### config.mk
export PLATFORM = sky130hd
export DESIGN_NAME = pipeline_hazard_ctrl
export DESIGN_NICKNAME = d
export VERILOG_FILES = /design/src/rtl/pipeline_hazard_ctrl_pkg.sv /design/src/rtl/pipeline_hazard_ctrl_hilo_busy_timer.sv /design/src/rtl/pipeline_hazard_ctrl.sv
export SDC_FILE = /design/constraint.sdc
export NUM_CORES = 1
export LEC_CHECK = 0
export BUFFER_PORTS_ARGS = -buffer_cell sky130_fd_sc_hd__buf_2
export CORE_AREA = 2 2 39 41
export CTS_BUF_LIST = sky130_fd_sc_hd__clkbuf_4 sky130_fd_sc_hd__clkbuf_8
export DETAILED_ROUTE_END_ITERATION = 10
export DIE_AREA = 0 0 41 43
export GPL_TIMING_DRIVEN = 0
export PLACE_DENSITY = 0.69
export RECOVER_POWER = 25
export SYNTH_ARGS = -nofsm -noshare
export SYNTH_HDL_FRONTEND = slang
export SYNTH_SLANG_ARGS = --single-unit
### constraint.sdc
create_clock -name clk -period 4.31 [get_ports clk]
set_clock_uncertainty 0.1 [all_clocks]
set_input_delay 0.2155 -clock clk [delete_from_list [all_inputs] [get_ports clk]]
set_output_delay 0.2155 -clock clk [all_outputs]
set_load 0.1 [all_outputs]
### src/rtl/pipeline_hazard_ctrl_pkg.sv
// ============================================================================
// pipeline_hazard_ctrl_pkg : shared state encoding, widths and control words
// Rev 1.0
// ============================================================================
`default_nettype none

package pipeline_hazard_ctrl_pkg;

  typedef enum logic {
    RUN    = 1'b0,
    MDBUSY = 1'b1
  } md_state_t;

  localparam int MD_CNT_W = 6;

  typedef struct packed {
    logic pc_write;
    logic ifid_write;
    logic ifid_flush;
    logic idex_bubble;
  } ctrl_t;

  localparam ctrl_t CTRL_RUN   = '{pc_write: 1'b1, ifid_write: 1'b1, ifid_flush: 1'b0, idex_bubble: 1'b0};
  // NOP controls into ID/EX while IF/ID and the PC hold
  localparam ctrl_t CTRL_STALL = '{pc_write: 1'b0, ifid_write: 1'b0, ifid_flush: 1'b0, idex_bubble: 1'b1};
  localparam ctrl_t CTRL_FLUSH = '{pc_write: 1'b1, ifid_write: 1'b1, ifid_flush: 1'b1, idex_bubble: 1'b1};

endpackage

`default_nettype wire

### src/rtl/pipeline_hazard_ctrl_hilo_busy_timer.sv
// ============================================================================
// hilo_busy_timer : RUN/MDBUSY FSM with down-counter tracking HI/LO occupancy
// Rev 1.0
// ============================================================================
`default_nettype none

module hilo_busy_timer
  import pipeline_hazard_ctrl_pkg::*;
#(
  parameter int LATENCY = 32
) (
  input  logic clk,
  input  logic reset,
  input  logic start,
  output logic busy,
  output logic last
);

  md_state_t             state;
  logic [MD_CNT_W-1:0]   md_cnt;

  always_ff @(posedge clk) begin
    if (reset) begin
      state  <= RUN;
      md_cnt <= '0;
    end else begin
      case (state)
        RUN: begin
          if (start) begin
            state  <= MDBUSY;
            md_cnt <= MD_CNT_W'(LATENCY - 1);
          end
        end
        MDBUSY: begin
          if (md_cnt == '0) state <= RUN;
          else              md_cnt <= md_cnt - 1'b1;
        end
        default: begin
          state  <= RUN;
          md_cnt <= '0;
        end
      endcase
    end
  end

  assign busy = (state == MDBUSY);
  assign last = busy && (md_cnt == '0);

endmodule

`default_nettype wire

### src/rtl/pipeline_hazard_ctrl.sv
// ============================================================================
// pipeline_hazard_ctrl : load-use / HI-LO stall and branch flush control
// Optional perf counters enabled by HAZARD_PERF_CNT_EN.  Rev 1.0
// ============================================================================
`default_nettype none

module pipeline_hazard_ctrl
  import pipeline_hazard_ctrl_pkg::*;
#(
  parameter int MD_LATENCY = 32
) (
  input  logic        clk,
  input  logic        reset,
  input  logic [4:0]  ID_rs,
  input  logic [4:0]  ID_rt,
  input  logic        ID_UsesRt,
  input  logic        ID_MulDiv,
  input  logic        ID_ReadsHiLo,
  input  logic        EX_MemRead,
  input  logic [4:0]  EX_WriteRegister,
  input  logic        EX_BranchTaken,
  output logic        PC_Write,
  output logic        IFID_Write,
  output logic        IFID_Flush,
  output logic        IDEX_Bubble,
`ifdef HAZARD_PERF_CNT_EN
  output logic [15:0] StallCount,
  output logic [15:0] FlushCount,
`endif
  output logic        MD_Busy
);

  logic  busy;
  logic  last;
  logic  load_use_hazard;
  logic  hilo_hazard;
  logic  stall;
  logic  md_start;
  ctrl_t ctrl;

  assign load_use_hazard = EX_MemRead && (EX_WriteRegister != 5'd0) &&
                           ((EX_WriteRegister == ID_rs) ||
                            (ID_UsesRt && (EX_WriteRegister == ID_rt)));

  // The final busy cycle (last) still blocks; the waiting op issues next RUN cycle
  assign hilo_hazard = (busy || last) && (ID_MulDiv || ID_ReadsHiLo);
  assign stall       = (load_use_hazard || hilo_hazard) && !EX_BranchTaken;
  assign md_start    = ID_MulDiv && !busy && !stall && !EX_BranchTaken;

  always_comb begin
    ctrl = CTRL_RUN;
    if (EX_BranchTaken) ctrl = CTRL_FLUSH;
    else if (stall)     ctrl = CTRL_STALL;
  end

  assign PC_Write    = ctrl.pc_write;
  assign IFID_Write  = ctrl.ifid_write;
  assign IFID_Flush  = ctrl.ifid_flush;
  assign IDEX_Bubble = ctrl.idex_bubble;
  assign MD_Busy     = busy;

  hilo_busy_timer #(
    .LATENCY (MD_LATENCY)
  ) u_timer (
    .clk   (clk),
    .reset (reset),
    .start (md_start),
    .busy  (busy),
    .last  (last)
  );

`ifdef HAZARD_PERF_CNT_EN
  always_ff @(posedge clk) begin
    if (reset) begin
      StallCount <= '0;
      FlushCount <= '0;
    end else begin
      if (stall && (StallCount != 16'hFFFF))          StallCount <= StallCount + 16'd1;
      if (EX_BranchTaken && (FlushCount != 16'hFFFF)) FlushCount <= FlushCount + 16'd1;
    end
  end
`endif

endmodule

`default_nettype wire

==> flow_summary.ini <==
[synth]
muxShareOfSynthArea_pct = 0
synth_area_leaders = dfxtp_1 (28%), xor2_1 (17%), xnor2_1 (7.0%)
synth_xor_area_share_pct = 24.4
netlist_instances = 56
ys_seq_elements = 7
syn_area_um2 = 503
synthDistinctLibCells = 27
synth_compound_area_share_pct = 18.7
synth-simple-area-share_pct = 19.7
yosysTopAreaCellShare_pct = 27.9
synth_area_leader_cell = dfxtp_1
ys_seq_area_share_pct = 27.9
synth_top_family_by_area = XOR/XNOR gates
synth_edf_count = 0
ys.flop_type = dfxtp_1
yosys_warnings = 0
postSynthAreaPerCell_um2 = 8.98
synth_fp_nets = 80
async_reset_ff_share_pct = 0
synthAdderAreaFrac_pct = 4.98

[setup_path]
worst-r2r-cell-count = 7
path_max_fanout = 3
end_kind = primary output
required_ns = 3.99
start_kind = input pin
cp_data_arrival_time_ns = 1.88
criticalPathCategory = in -> out

[sta]
relSlewSlack_pct = 22.4
hold_viol = 0
slew_violations = 0
setup_viol = 0
rsz0062_at_grt = no
min_period_over_period_pct = 51.0
fin_setup_tns_ns = 0
tightest_slew_ns = 1.17
period_needed_ns = 2.20
fin_ws_ns = 2.11
fmax_ghz = 0.455

[clock_network]
post_cts_buffers = 0
tritoncts = built
clk_pin_slew_ns = 0.05
clock_latency_ns = 0.25
clock_path_buffers = 2
cts_hold_buf = 0
h-tree-depth = 1
cts_buffers = 3
cts_root_buf = clkbuf_4
cts.sinks = 7
cts_resized = 0

[die]
coreArea_um2 = 1380
chipWidth_um = 41
initial_core_util_pct = 36.3
rows = 14
die_y_um = 43
ios = 27
die_area_um2 = 1760

[placed_design]
portBuffers = 26
gp_congestion = 0.740
detailed_place_hpwl_um = 914
pre_cts_slack_ns = 2.06
placed_cell_area_um2 = 653

[power]
ir_worst_vdd_uv = 177
p_leak_nw = 0.297
pwr_density_cell_nw_per_um2 = 334

[cells_and_area]
n_fill_cell = 138
drive_gt1_share_pct = 38.4
finish.utilization_pct = 48.8
fin_area_um2 = 676
diodes = 0
nets = 111
mostFrequentLayoutCells = buf_2 (24), xor2_1 (10), dfxtp_1 (7)
area_growth_syn_to_layout_pct = 34.3
final_common_cell = buf_2

[outcome]
status = finished, final reports clean

[route]
drtIter0Drc = 4
routed_wl_um = 1130
drtAntennaViolNets = 0
drc = 0
via_per_inst = 5.03
num_vias = 513
dr.pass1.iters = 3
wl_per_cell_um = 11.1

[worst_hold_path]
hold_path_class = in -> reg
worstHoldPathCells = 2

[global_route]
grt_max_degree = 8
overflow = 0
grt_pass1_vias = 472
antenna_found_initial = 0
track_usage_pct = 13.4
grt_pass1_wl_um = 1550

[run]
drv_cap = 0
critical path, stage by stage:
cell and delay [ns]:
buf_2 0.12, xor2_1 0.15, nor4_1 0.33, a32oi_1 0.18
or2_2 0.31, a21o_1 0.17, buf_4 0.12, buf_2 0.28
per-stage QoR:
stage	hold slack, ns	power [W]	cells
final	0.117	0.000226	102
after global routing	0.106	0.000240	102
after CTS	0.104	0.000231	102
after detailed placement	0.380	0.000162	98
after global placement	0.373	0.000160	98
after floorplan	0.185	0.000139	56
cell type report:
| type | count | area (um2) | area share (%) |
|---|---|---|---|
| plain buffers | 2 | 15.0 | 2.22 |
| well taps | 16 | 20.0 | 2.96 |
| repair buffers | 26 | 128 | 18.9 |
| inverters | 2 | 7.51 | 1.11 |
| clock buffers | 4 | 30.0 | 4.44 |
| multi-input cells | 45 | 335 | 49.6 |
| flip-flops and latches | 7 | 140 | 20.7 |
cells by family (layout without fill, tap and decap cells):
logic type,after synthesis,count (layout)
AOI/OAI and AO/OA,14,14
xor gates and xnor gates,14,14
adders and majority gates,2,2
and+or+nand+nor,15,15
buffers and inverters,4,34
DFF,7,7
power breakdown:
group	internal, W	switching, W
registers	0.0000722	0.00000767
clock network	0.0000416	0.0000243
logic	0.0000306	0.0000493
total	0.000144	0.0000813
per-layer routing:
layer | GRT usage, % | wire length, um | vias to the layer above
met4 | 12.7 | 16 | 0
li1 | - | - | 264
met1 | 10.2 | 416 | 223
met3 | 4.19 | 102 | 4
met5 | 0 | 0 | -
met2 | 23.4 | 593 | 22
final timing paths:
check | endpoint | slack (ns) | startpoint
setup / recovery | PC_Write | 2.11 | EX_WriteRegister[3]
hold / removal | u_timer.md_cnt[2]$_SDFFE_PP0P_ | 0.12 | reset
setup reg to reg | u_timer.md_cnt[4]$_SDFFE_PP0P_ | 2.45 | u_timer.md_cnt[0]$_SDFFE_PP0P_
hold reg to reg | u_timer.md_cnt[4]$_SDFFE_PP0P_ | 0.44 | u_timer.md_cnt[4]$_SDFFE_PP0P_
flip-flops by register name, indices dropped and copies added, names as in the netlist:
name / cells
u_timer.busy: 1
u_timer.md_cnt: 6
Yosys cell counts, types with 2 or more instances:
cell,instances
xor2_1,10
nor4_1,2
nor2_1,3
ha_1,2
buf_4,2
or4_1,2
inv_1,2
xnor2_1,4
o21ai_0,2
dfxtp_1,7
a21oi_1,4
No activity file was read; power rests on OpenSTA's default activity.
